[config.mk]
export PLATFORM = sky130hd
export DESIGN_NAME = dds_communication_flat
export DESIGN_NICKNAME = d
export VERILOG_FILES = /design/src/rtl/dds_communication_if.sv /design/src/rtl/dds_communication.sv /design/src/flat_wrapper.sv
export SDC_FILE = /design/constraint.sdc
export NUM_CORES = 1
export LEC_CHECK = 0
export ABC_AREA = 1
export CORE_AREA = 2 2 99 101
export CTS_CLUSTER_DIAMETER = 120
export DETAILED_ROUTE_END_ITERATION = 10
export DIE_AREA = 0 0 101 103
export DONT_BUFFER_PORTS = 1
export GPL_TIMING_DRIVEN = 0
export HOLD_SLACK_MARGIN = 0.12
export SLEW_MARGIN = 10
export SYNTH_ARGS = -nofsm -noshare
export SYNTH_HDL_FRONTEND = slang
export SYNTH_SLANG_ARGS = --single-unit
[constraint.sdc]
create_clock -name clk -period 8 [get_ports clk]
set_clock_uncertainty 0.15 [all_clocks]
set_input_delay 0.8 -clock clk [delete_from_list [all_inputs] [get_ports clk]]
set_output_delay 0.8 -clock clk [all_outputs]
set_load 0.1 [all_outputs]
[src/rtl/dds_communication_if.sv]
`default_nettype none
// ============================================================================
// Module   : dds_communication_if
// Brief    : UART byte link and DDS control bundle for the command decoder.
// Revision : 1.0
// ============================================================================
interface dds_communication_if;
    logic        received;
    logic [7:0]  rx_byte;
    logic        transmit;
    logic [7:0]  tx_byte;
    logic        en;
    logic [39:0] m;
    logic        set;
    logic        error;

    modport slave (
        input  received, rx_byte,
        output transmit, tx_byte, en, m, set, error
    );

    modport master (
        output received, rx_byte,
        input  transmit, tx_byte, en, m, set, error
    );
endinterface
`default_nettype wire

[src/rtl/dds_communication.sv]
`default_nettype none
// ============================================================================
// Module   : dds_communication
// Brief    : UART command decoder building and committing the DDS tuning word.
// Revision : 1.0
// ============================================================================
module dds_communication (
    input  wire logic           clk,
    input  wire logic           rst,
    dds_communication_if.slave  dds_io
);

    localparam logic [7:0] BYTE0       = 8'h01;
    localparam logic [7:0] BYTE1       = 8'h02;
    localparam logic [7:0] BYTE2       = 8'h03;
    localparam logic [7:0] BYTE3       = 8'h04;
    localparam logic [7:0] BYTE4       = 8'h05;
    localparam logic [7:0] CMD_SET     = 8'h06;
    localparam logic [7:0] CMD_ENABLE  = 8'h07;
    localparam logic [7:0] CMD_DISABLE = 8'h08;
    localparam logic [7:0] ACK_ERR     = 8'hFF;

    typedef enum logic [0:0] {
        ST_CMD  = 1'b0,
        ST_DATA = 1'b1
    } state_t;

    state_t      state_q;
    logic        rx_prev_q;
    logic [2:0]  idx_q;
    logic [39:0] shadow_q;
    logic [39:0] m_q;
    logic        en_q;
    logic        set_q;
    logic        transmit_q;
    logic [7:0]  tx_byte_q;
    logic        error_q;
    logic        rx_rise;

    // A strobe held high for several cycles is a single byte.
    assign rx_rise = dds_io.received & ~rx_prev_q;

    always_ff @(posedge clk or posedge rst) begin
        if (rst) begin
            state_q    <= ST_CMD;
            rx_prev_q  <= 1'b0;
            idx_q      <= 3'd0;
            shadow_q   <= 40'd0;
            m_q        <= 40'd0;
            en_q       <= 1'b0;
            set_q      <= 1'b0;
            transmit_q <= 1'b0;
            tx_byte_q  <= 8'd0;
            error_q    <= 1'b0;
        end else begin
            rx_prev_q  <= dds_io.received;
            set_q      <= 1'b0;
            transmit_q <= 1'b0;
            if (rx_rise) begin
                if (state_q == ST_CMD) begin
                    case (dds_io.rx_byte)
                        BYTE0, BYTE1, BYTE2, BYTE3, BYTE4: begin
                            idx_q   <= dds_io.rx_byte[2:0] - 3'd1;
                            state_q <= ST_DATA;
                        end
                        CMD_SET: begin
                            m_q        <= shadow_q;
                            set_q      <= 1'b1;
                            transmit_q <= 1'b1;
                            tx_byte_q  <= dds_io.rx_byte;
                            error_q    <= 1'b0;
                        end
                        CMD_ENABLE, CMD_DISABLE: begin
                            en_q       <= (dds_io.rx_byte == CMD_ENABLE);
                            transmit_q <= 1'b1;
                            tx_byte_q  <= dds_io.rx_byte;
                            error_q    <= 1'b0;
                        end
                        default: begin
                            error_q    <= 1'b1;
                            transmit_q <= 1'b1;
                            tx_byte_q  <= ACK_ERR;
                        end
                    endcase
                end else begin
                    // Data byte: taken verbatim, even if it looks like a command.
                    shadow_q[{idx_q, 3'b000} +: 8] <= dds_io.rx_byte;
                    transmit_q <= 1'b1;
                    tx_byte_q  <= {5'd0, idx_q} + 8'd1;
                    error_q    <= 1'b0;
                    state_q    <= ST_CMD;
                end
            end
        end
    end

    assign dds_io.transmit = transmit_q;
    assign dds_io.tx_byte  = tx_byte_q;
    assign dds_io.en       = en_q;
    assign dds_io.m        = m_q;
    assign dds_io.set      = set_q;
    assign dds_io.error    = error_q;

endmodule
`default_nettype wire

[src/flat_wrapper.sv]
// flat-port wrapper written by rule: the top's interface ports become plain ports
module dds_communication_flat 
  (clk, rst, dds_io_received, dds_io_rx_byte, dds_io_transmit, dds_io_tx_byte, dds_io_en, dds_io_m, dds_io_set, dds_io_error);
  dds_communication_if dds_io_i ();
  input  wire logic clk;
  input  wire logic rst;
  input wire logic [$bits(dds_io_i.received)-1:0] dds_io_received;
  input wire logic [$bits(dds_io_i.rx_byte)-1:0] dds_io_rx_byte;
  output wire logic [$bits(dds_io_i.transmit)-1:0] dds_io_transmit;
  output wire logic [$bits(dds_io_i.tx_byte)-1:0] dds_io_tx_byte;
  output wire logic [$bits(dds_io_i.en)-1:0] dds_io_en;
  output wire logic [$bits(dds_io_i.m)-1:0] dds_io_m;
  output wire logic [$bits(dds_io_i.set)-1:0] dds_io_set;
  output wire logic [$bits(dds_io_i.error)-1:0] dds_io_error;
  assign dds_io_i.received = dds_io_received;
  assign dds_io_i.rx_byte = dds_io_rx_byte;
  assign dds_io_transmit = dds_io_i.transmit;
  assign dds_io_tx_byte = dds_io_i.tx_byte;
  assign dds_io_en = dds_io_i.en;
  assign dds_io_m = dds_io_i.m;
  assign dds_io_set = dds_io_i.set;
  assign dds_io_error = dds_io_i.error;
  dds_communication u_core (.clk(clk), .rst(rst), .dds_io(dds_io_i));
endmodule
# After elaboration in Yosys (flattened, before gate mapping)
# Cells that the tools add are included.
# W data, S select, Z words.
# word_totals
reg_bits	97
inputBits	11
wordCells	48
# op_classes
n_reduce_logical	8
mux	13
n_shift	2
addsub	3
n_eq_ne	9
bitwise_logic	3
# ops
operator	count
$bwmux W40	1
$shift A8 B8 Y40 const A	1
$shiftx A8 B8 Y40	1
$eq A8 B3 Y1 const B	4
$eq A8 B2 Y1 const B	2
$pmux W8 S2	1
$mux W1	9
$reduce_and A3 Y1	3
$eq A8 B1 Y1 const B	1
$eq A8 B4 Y1 const B	1
$mux W8	1
$neg A6 Y8	1
$reduce_or A5 Y1	1
$add A3 B1 Y4 const B	1
$reduce_and A2 Y1	2
$reduce_or A3 Y1	1
$sub A3 B1 Y3 const B	1
$ne A2 B1 Y1 const B	1
$not A1 Y1	2
$pmux W1 S2	1
$reduce_or A2 Y1	1
$and A1 B1 Y1	1

# Logic depth before layout (Yosys ltp)
# Gate-level depths: netlist of run 1.
# logic_depth
depth_word	5
mapped_depth	11
ltp_nobuf	11

# Least setup slack after synthesis of run 1
# Ideal clock, no wire load.
# synth_path
path_kind	input to register
from	input dds_io_rx_byte[0]
to	register u_core.m_q[0], in the netlist u_core.dds_io.m[0]
t_arrival_ps	1864
setup_ps	120
path_buffers	2
setup_slack_ps	5866
required_ps	7730
path_stages	9
path_cell_list	inv_1 > ha_1 > inv_1 > nor3_2 > nand2_1 > buf_4 > buf_6 > nand2_1 > nand2_1
# synth_between
elab_chain_cells	2
# synth_lines
item	line_no	rtl
start: declaration	flat_wrapper.sv:8	input wire logic [$bits(dds_io_i.rx_byte)-1:0] dds_io_rx_byte;
$eq A8 B3 Y1	dds_communication.sv:61	case (dds_io.rx_byte)
$reduce_and A3 Y1 (no source line)	-	
end signal: assignment	dds_communication.sv:67	m_q <= shadow_q;
end: declaration	dds_communication.sv:32	logic [39:0] m_q;
# Every way passes these cells.
# A chain may end at the register's enable or synchronous reset.

# Final worst setup path of run 1
# layout_path
from	register u_core.idx_q[0]
to	register u_core.shadow_q[33]
# layout_between
elab_chain_cells	3
# layout_lines
item	line_no	rtl
start: declaration	dds_communication.sv:30	logic [2:0] idx_q;
start signal: assignment	dds_communication.sv:63	idx_q <= dds_io.rx_byte[2:0] - 3'd1;
$neg A6 Y8 *	dds_communication.sv:87	shadow_q[{idx_q, 3'b000} +: 8] <= dds_io.rx_byte;
$shiftx A8 B8 Y40 or $shift A8 B8 Y40 (tied branches)	dds_communication.sv:87	
$bwmux W40 *	dds_communication.sv:87	
end signal: indexed assignment	dds_communication.sv:87	
end: declaration	dds_communication.sv:31	logic [39:0] shadow_q;
# Every way passes the cells marked *; elsewhere a longest branch is shown, timed or not.

==> results of run 1 <==
how the worst max path moves through the flow:
stage / startpoint / endpoint / slack, ns / depth (start not counted)
2_1_floorplan: rst / u_core.dds_io.en / 4.52 / 1
3_3_place_gp: rst / u_core.dds_io.tx_byte[7] / 3.54 / 1
3_5_place_dp: dds_io_rx_byte[0] / u_core.dds_io.m[32] / 5.54 / 9
4_1_cts: u_core.dds_io.m[27] / dds_io_m[27] / 5.70 / 0
5_1_grt: u_core.idx_q[0] / u_core.shadow_q[9] / 5.55 / 7
6_report: u_core.idx_q[0] / u_core.shadow_q[33] / 5.71 / 9
flip-flops by register name, indices dropped and copies added (netlist names):
register / flops
u_core.dds_io.en: 1
u_core.dds_io.error: 1
u_core.dds_io.m: 40
u_core.dds_io.set: 1
u_core.dds_io.transmit: 1
u_core.dds_io.tx_byte: 8
u_core.idx_q: 3
u_core.rx_prev_q: 1
u_core.shadow_q: 40
u_core.state_q: 1
metal layers:
metal	vias to the layer above	global-route usage [%]	routed length (um)
li1	1398	-	-
met1	1304	22.4	3760
met2	61	29.6	4020
met3	10	4.27	437
met4	0	6.86	123
met5	-	0	0
through the flow:
step           utilization [%]  cell area (um^2)
2_1_floorplan                -              4120
3_3_place_gp              45.1              4270
3_5_place_dp              45.4              4300
4_1_cts                   47.5              4490
5_1_grt                   47.5              4490
6_report                  47.5              4490
power by group:
group	switching (mW)	internal, mW	leakage, nW	total [mW]
sequential	0.102	0.527	1.27	0.629
combinational	0.0617	0.0369	1.00	0.0986
clock	0.163	0.154	0.0970	0.317
total	0.327	0.718	2.37	1.04
worst register-to-register path, stage by stage, from the launching register on:
cell and delay (ns):
dfrtp_1 0.55, inv_2 0.09, ha_1 0.23, ha_1 0.34, inv_1 0.06, nor3_2 0.23, nand2_2 0.18, buf_6 0.20
nand2_1 0.08, o21ai_2 0.05
synth_stat cells:
library cell / count / share of area, %
nor2_1: 17 / 1.5
buf_4: 3 / 0.55
nand4_1: 2 / 0.30
o21ai_2: 22 / 4.7
nand2_1: 176 / 16
inv_2: 5 / 0.46
nand4_4: 1 / 0.52
nand3_1: 16 / 1.9
nor2_4: 1 / 0.27
dfrtp_1: 97 / 59
o21ai_1: 10 / 1.2
clkbuf_8: 1 / 0.33
buf_2: 5 / 0.61
o21ai_0: 22 / 2.7
a21oi_1: 3 / 0.36
nor3_2: 4 / 0.97
ha_1: 9 / 2.7
o21bai_1: 1 / 0.18
nand2_2: 5 / 0.76
buf_6: 6 / 1.6
nor3_4: 1 / 0.39
inv_1: 28 / 2.5
xor2_1: 2 / 0.42
layout make-up:
| type | count | area, um^2 | share of cell area, % |
|---|---|---|---|
| well taps | 114 | 143 | 3.18 |
| plain buffers | 15 | 129 | 2.87 |
| clock buffers | 12 | 145 | 3.23 |
| clock inverters | 4 | 51.3 | 1.14 |
| flip-flops and latches | 97 | 2430 | 54.0 |
| inverters | 33 | 126 | 2.81 |
| repair buffers | 1 | 27.5 | 0.613 |
| multi-input cells | 292 | 1440 | 32.1 |
placed cells by master (no fill, tap or decap), types with 2 or more instances in the layout:
cell	instances
a21oi_1	3
buf_2	5
buf_4	3
buf_6	6
clkbuf_1	2
clkbuf_8	11
dfrtp_1	97
ha_1	9
inv_1	27
inv_2	5
nand2_1	176
nand2_2	5
nand3_1	16
nand4_1	2
nor2_1	17
nor3_2	4
o21ai_0	22
o21ai_1	10
o21ai_2	22
xor2_1	2
kinds of logic after synthesis:
family / after synthesis / share of synthesized area (%)
AOI/OAI and AO/OA: 58 / 9.10
DFF: 97 / 58.9
xor gates and xnor gates: 2 / 0.425
and+or+nand+nor: 223 / 22.7
buffers and inverters: 48 / 6.13
adders and majority gates: 9 / 2.73
==> impl_results.md, run 1 <==
* Number of global-route vias before repair at ~2900
* Port Buffers at 0
* CP dominant cell by count: ha_1
* Ys Warns at 0
* Clock-pin slew on the worst setup and hold paths at about 0.09 ns
* Final setup TNS at 0 ns
* Hold Buf Count CTS at 0
* Clock Sink Count at a little under 100
* P_leak at ~2.4 nW
* Avg Cell Area, Syn at 9.43 um^2
* Worst setup EP type: flip-flop
* R2R Path End: u_core.shadow_q[33]
* Worst path slowest cell: dfrtp_1
* Synthesized area at just over 4000 um^2
* # DRC at 0
* R2R Setup Slk at between 5 and 6 ns
* Antenna Nets Post-Route at 0
* RSZ-0062 raised after global routing: no
* # diodes at 0
* Worst hold margin at roughly 0.19 ns
* Min Tclk post-route at roughly 2.3 ns
* First-pass DRT Iterations at 4
* Hold crit path type: in2async
* Final Hold Viols at 0
* Setup slack after placement at about 5.5 ns
* Period Utilization, post-route at between 20 and 30%
* R2r worst-path depth at 9
* Max Freq at between 400 and 500 MHz
* RePlAce Congestion at between 0.7 and 0.8
* Layout cells sized above 1 at 15.4%
* Worst-skew pair later-pin latency at about 0.35 ns
* Max clock buf depth at 2
* Ports at 63
* Total congestion overflow at 0
* FP Rows at 36
* Peak supply drop at approximately 150 uV
* Pin count of the biggest net entering global routing at 60
* Placed cells at around 550
* Vias at between 2000 and 3000
* Worst Path Max Fanout at 10
* Seq cells post-synth at between 90 and 100
* Register area share after synthesis at ~60%
* Post-Syn Instances at approximately 440
* GRT Overall Usage at around 18%
* First-pass GRT wire length at 14.1 mm
* Power Dens Cells at 233 nW/um^2
* WL final at 8.34 mm
* Initial core utilization at a little over two fifths
* Routed len/inst at about 15 um
* Initial antenna violation count at 0
* Post-CTS sizing at 0
* Power consumption at ~1.0 mW
* Clk Tree Root Cell: clkbuf_8
* Synth-to-Final Area Change at 8.95%
* Final Max Slew Viols at 0
* Syn Nets at approximately 460
* DRT iter0 DRCs at ~120
* Crit path buf inv count at 3
* Final setup margin at ~5.7 ns
* Worst R2R Start: u_core.idx_q[0]
* Hpwl dp at 5.88 mm
* Slew @ Worst Pin at between 0.9 and 1 ns
* Outcome: completed
* Req. time, crit path at 8.09 ns
* CTS tree: yes
* Fin cells at around 570
* Post-layout net count at between 400 and 500
* Chip width at 101 um
* Max-cap violations at 0
* Worst path cell trace: inv_2 -> ha_1 -> ha_1 -> inv_1 -> nor3_2 -> nand2_2 -> buf_6 -> nand2_1 -> o21ai_2
* Synth cell types at 23
* Die H at 103 um
* WS Path Type: reg2reg
* Setup violations, final at 0
* Top delay family on crit path: adder cells
* Post-CTS Setup Inserts at 0
* Fill cells at between 900 and 1000
* H-tree depth reported by CTS at 3
* Headroom to the max-slew limit at a little under two fifths
* Worst setup SP type: flip-flop
* Critical Path Max Stage Delay at roughly 0.55 ns
* Core Area at about 9500 um^2
* Number of vias per cell at 4.88
* CTS buffer count at 9
* Crit path DAT at around 2.4 ns
* Die area at between 10000 and 15000 um^2
Power figures use the tool's default switching activity.
==> run 2: changes to the inputs <==
clock period = 2.18 ns   (was 8 ns; I/O delays follow)
==> run 2 against run 1 <==
Against the previous run:
- power rose to 3.7 times the previous value
- clock power rose to 3.6 times the previous value
- worst setup slack got worse by 5.6 ns
- sequential share of layout area fell by 2.0 points
- flip-flop and latch count did not move
- wire length rose by 3.5%
- count of clock-buffer cells in the layout fell by 1
- fmax rose by 11%
- first-iteration DRC count fell by 10%
- combinational power rose to 4.1 times the previous value
==> impl_results.md, run 2 (synthesis results as in run 1) <==
* R2R Setup Slk at about 0.11 ns
* DRT iter0 DRCs at around 110
* Max-cap violations at 0
* Pin count of the biggest net entering global routing at 37
* Worst path cell trace: inv_1 -> ha_1 -> ha_1 -> inv_1 -> nor3_2 -> nand2_2 -> buf_6 -> nand2_1 -> o21ai_2
* Routed len/inst at 14.8 um
* Headroom to the max-slew limit at roughly two fifths
* Antenna Nets Post-Route at 0
* Worst setup SP type: flip-flop
* CTS buffer count at 9
* Worst R2R Start: u_core.idx_q[1]
* Reg power frac at 59.8%
* Crit path DAT at 2.16 ns
* Post-layout net count at 486
* Pint at 2.63 mW
* RSZ-0062 raised after global routing: no
* Setup violations, final at 0
* Chip width at between 100 and 150 um
* WL final at 8.63 mm
* Total congestion overflow at 0
* Worst Setup SP: u_core.idx_q[1]
* Worst-skew pair later-pin latency at 0.36 ns
* FP Rows at 36
* Power consumption at roughly 3.9 mW
* Worst Path Max Fanout at 10
* # DRC at 0
* Post-route cell area at between 4000 and 5000 um^2
* Layout cells sized above 1 at 17.4%
* Vias at roughly 2900
* Area of the multi-input gates at 1450 um^2
* Fill cells at about 890
* Clock-pin slew on the worst setup and hold paths at around 0.09 ns
* CTS tree: yes
* Critical Path Max Stage Delay at approximately 0.41 ns
* # diodes at 0
* Slew @ Worst Pin at approximately 0.93 ns
* Initial antenna violation count at 0
* Max Freq at ~480 MHz
* Clock Sink Count at just under 100
* RePlAce Congestion at ~0.76
* Die area at approximately 10000 um^2
* Hpwl dp at about 6 mm
* Most frequent cells in the layout: nand2_1, dfrtp_1, inv_1, o21ai_0, o21ai_2
* Clock power frac at 29.7%
* FF+latch area at approximately 2400 um^2
* Port Buffers at 0
* WS Path Type: reg2reg
* Number of global-route vias before repair at a little under 3000
* Ports at 63
* R2R Path End: u_core.shadow_q[33]
* Initial core utilization at a little over two fifths
* Outcome: completed
* Die H at 103 um
* Comb power frac at about a tenth
* Final Max Slew Viols at 0
* First-pass GRT wire length at 14.7 mm
* Period Utilization, post-route at 94.8%
* Worst path slowest cell: dfrtp_2
* Core Area at 9460 um^2
* Min Tclk post-route at slightly above 2 ns
* Req. time, crit path at around 2.3 ns
* Final Hold Viols at 0
* First-pass DRT Iterations at 5
* Final cell utilization of the core at 49.3%
* Final setup TNS at 0 ns
* Placed cells at 554
* Commonest non-fill, non-tap cell in the layout: nand2_1
* Net Sw Frac at between 30% and 40%
* Power Dens Cells at roughly 830 nW/um^2
* Hold crit path type: in2async
* Synth-to-Final Area Change at 13.2%
* Max clock buf depth at 2
* Worst setup EP type: flip-flop
* GRT Overall Usage at about 18%
* R2r worst-path depth at 9
* Clk Tree Root Cell: clkbuf_8
* P_leak at 2.43 nW
* Fin cells at about 600
* H-tree depth reported by CTS at 3
* Peak supply drop at 587 uV
* Psw at between 1 and 1.5 mW
* Number of vias per cell at 4.94
* Placed Area at approximately 4300 um^2
run 2: cell count changes in the layout (fill, tap and decap cells not counted), sizes merged:
cell         delta
clkinvlp        +2
clkinv          +2
inv             -3
dlygate4sd3    +10
buf             +6
run 2: worst max-delay path: cells and delay by family (launching register included):
kind,cells,cell delay [ns]
AOI/OAI and AO/OA,1,0.05
buffers and inverters,3,0.32
and+or+nand+nor,3,0.47
adders and majority gates,2,0.56
DFF,1,0.41
run 2: worst max-delay path by stage:
stage          slack [ns]                   to  depth (start not counted)
2_1_floorplan        0.15  u_core.shadow_q[25]                          9
3_3_place_gp        -0.02  u_core.shadow_q[33]                          9
3_5_place_dp         -0.1  u_core.shadow_q[32]                          9
4_1_cts              0.01  u_core.dds_io.m[32]                         10
5_1_grt              0.01  u_core.shadow_q[32]                          9
6_report             0.11  u_core.shadow_q[33]                          9
run 2: through the flow:
stage                     worst slack, ns  hold slack [ns]
final                               0.114            0.162
after global routing               0.0133            0.188
after CTS                          0.0117            0.154
after detailed placement          -0.0963          -0.0584
after global placement            -0.0195           0.0995
after floorplan                     0.155           0.0994
run 2: area by class of cell:
| type | instances | share of cell area (%) |
|---|---|---|
| Sequential cell | 97 | 52.1 |
| Multi-Input combinational cell | 292 | 31.0 |
| Timing Repair Buffer | 18 | 4.24 |
| Tap cell | 114 | 3.06 |
| Clock buffer | 11 | 2.82 |
| Buffer | 15 | 2.82 |
| Inverter | 33 | 2.82 |
| Clock inverter | 5 | 1.21 |
run 2: power groups by stage:
| stage | Combinational (mW) | Clock, mW | Sequential, mW |
|---|---|---|---|
| after floorplan | 0.297 | 0 | 2.32 |
| after global placement | 0.346 | 0 | 2.34 |
| after detailed placement | 0.373 | 0 | 2.34 |
| after CTS | 0.399 | 1.17 | 2.31 |
| after global routing | 0.459 | 1.25 | 2.32 |
| final | 0.404 | 1.15 | 2.31 |
run 2: layer usage:
metal / GRT usage [%] / wire length (um) / up-vias
li1: - / - / 1431
met1: 24.5 / 4080 / 1382
met2: 29.4 / 4010 / 65
met3: 4.20 / 411 / 10
met4: 6.86 / 133 / 0
met5: 0 / 0 / -
run 2: repair_timing:
item | in CTS | in global routing
buffers inserted | 1 | 4
hold buffers | 10 | 0
resized for setup | 1 | 5
hold endpoints to repair | 141 | 0
pin swaps | 0 | 1
endpoints found under the setup margin | 24 | 67
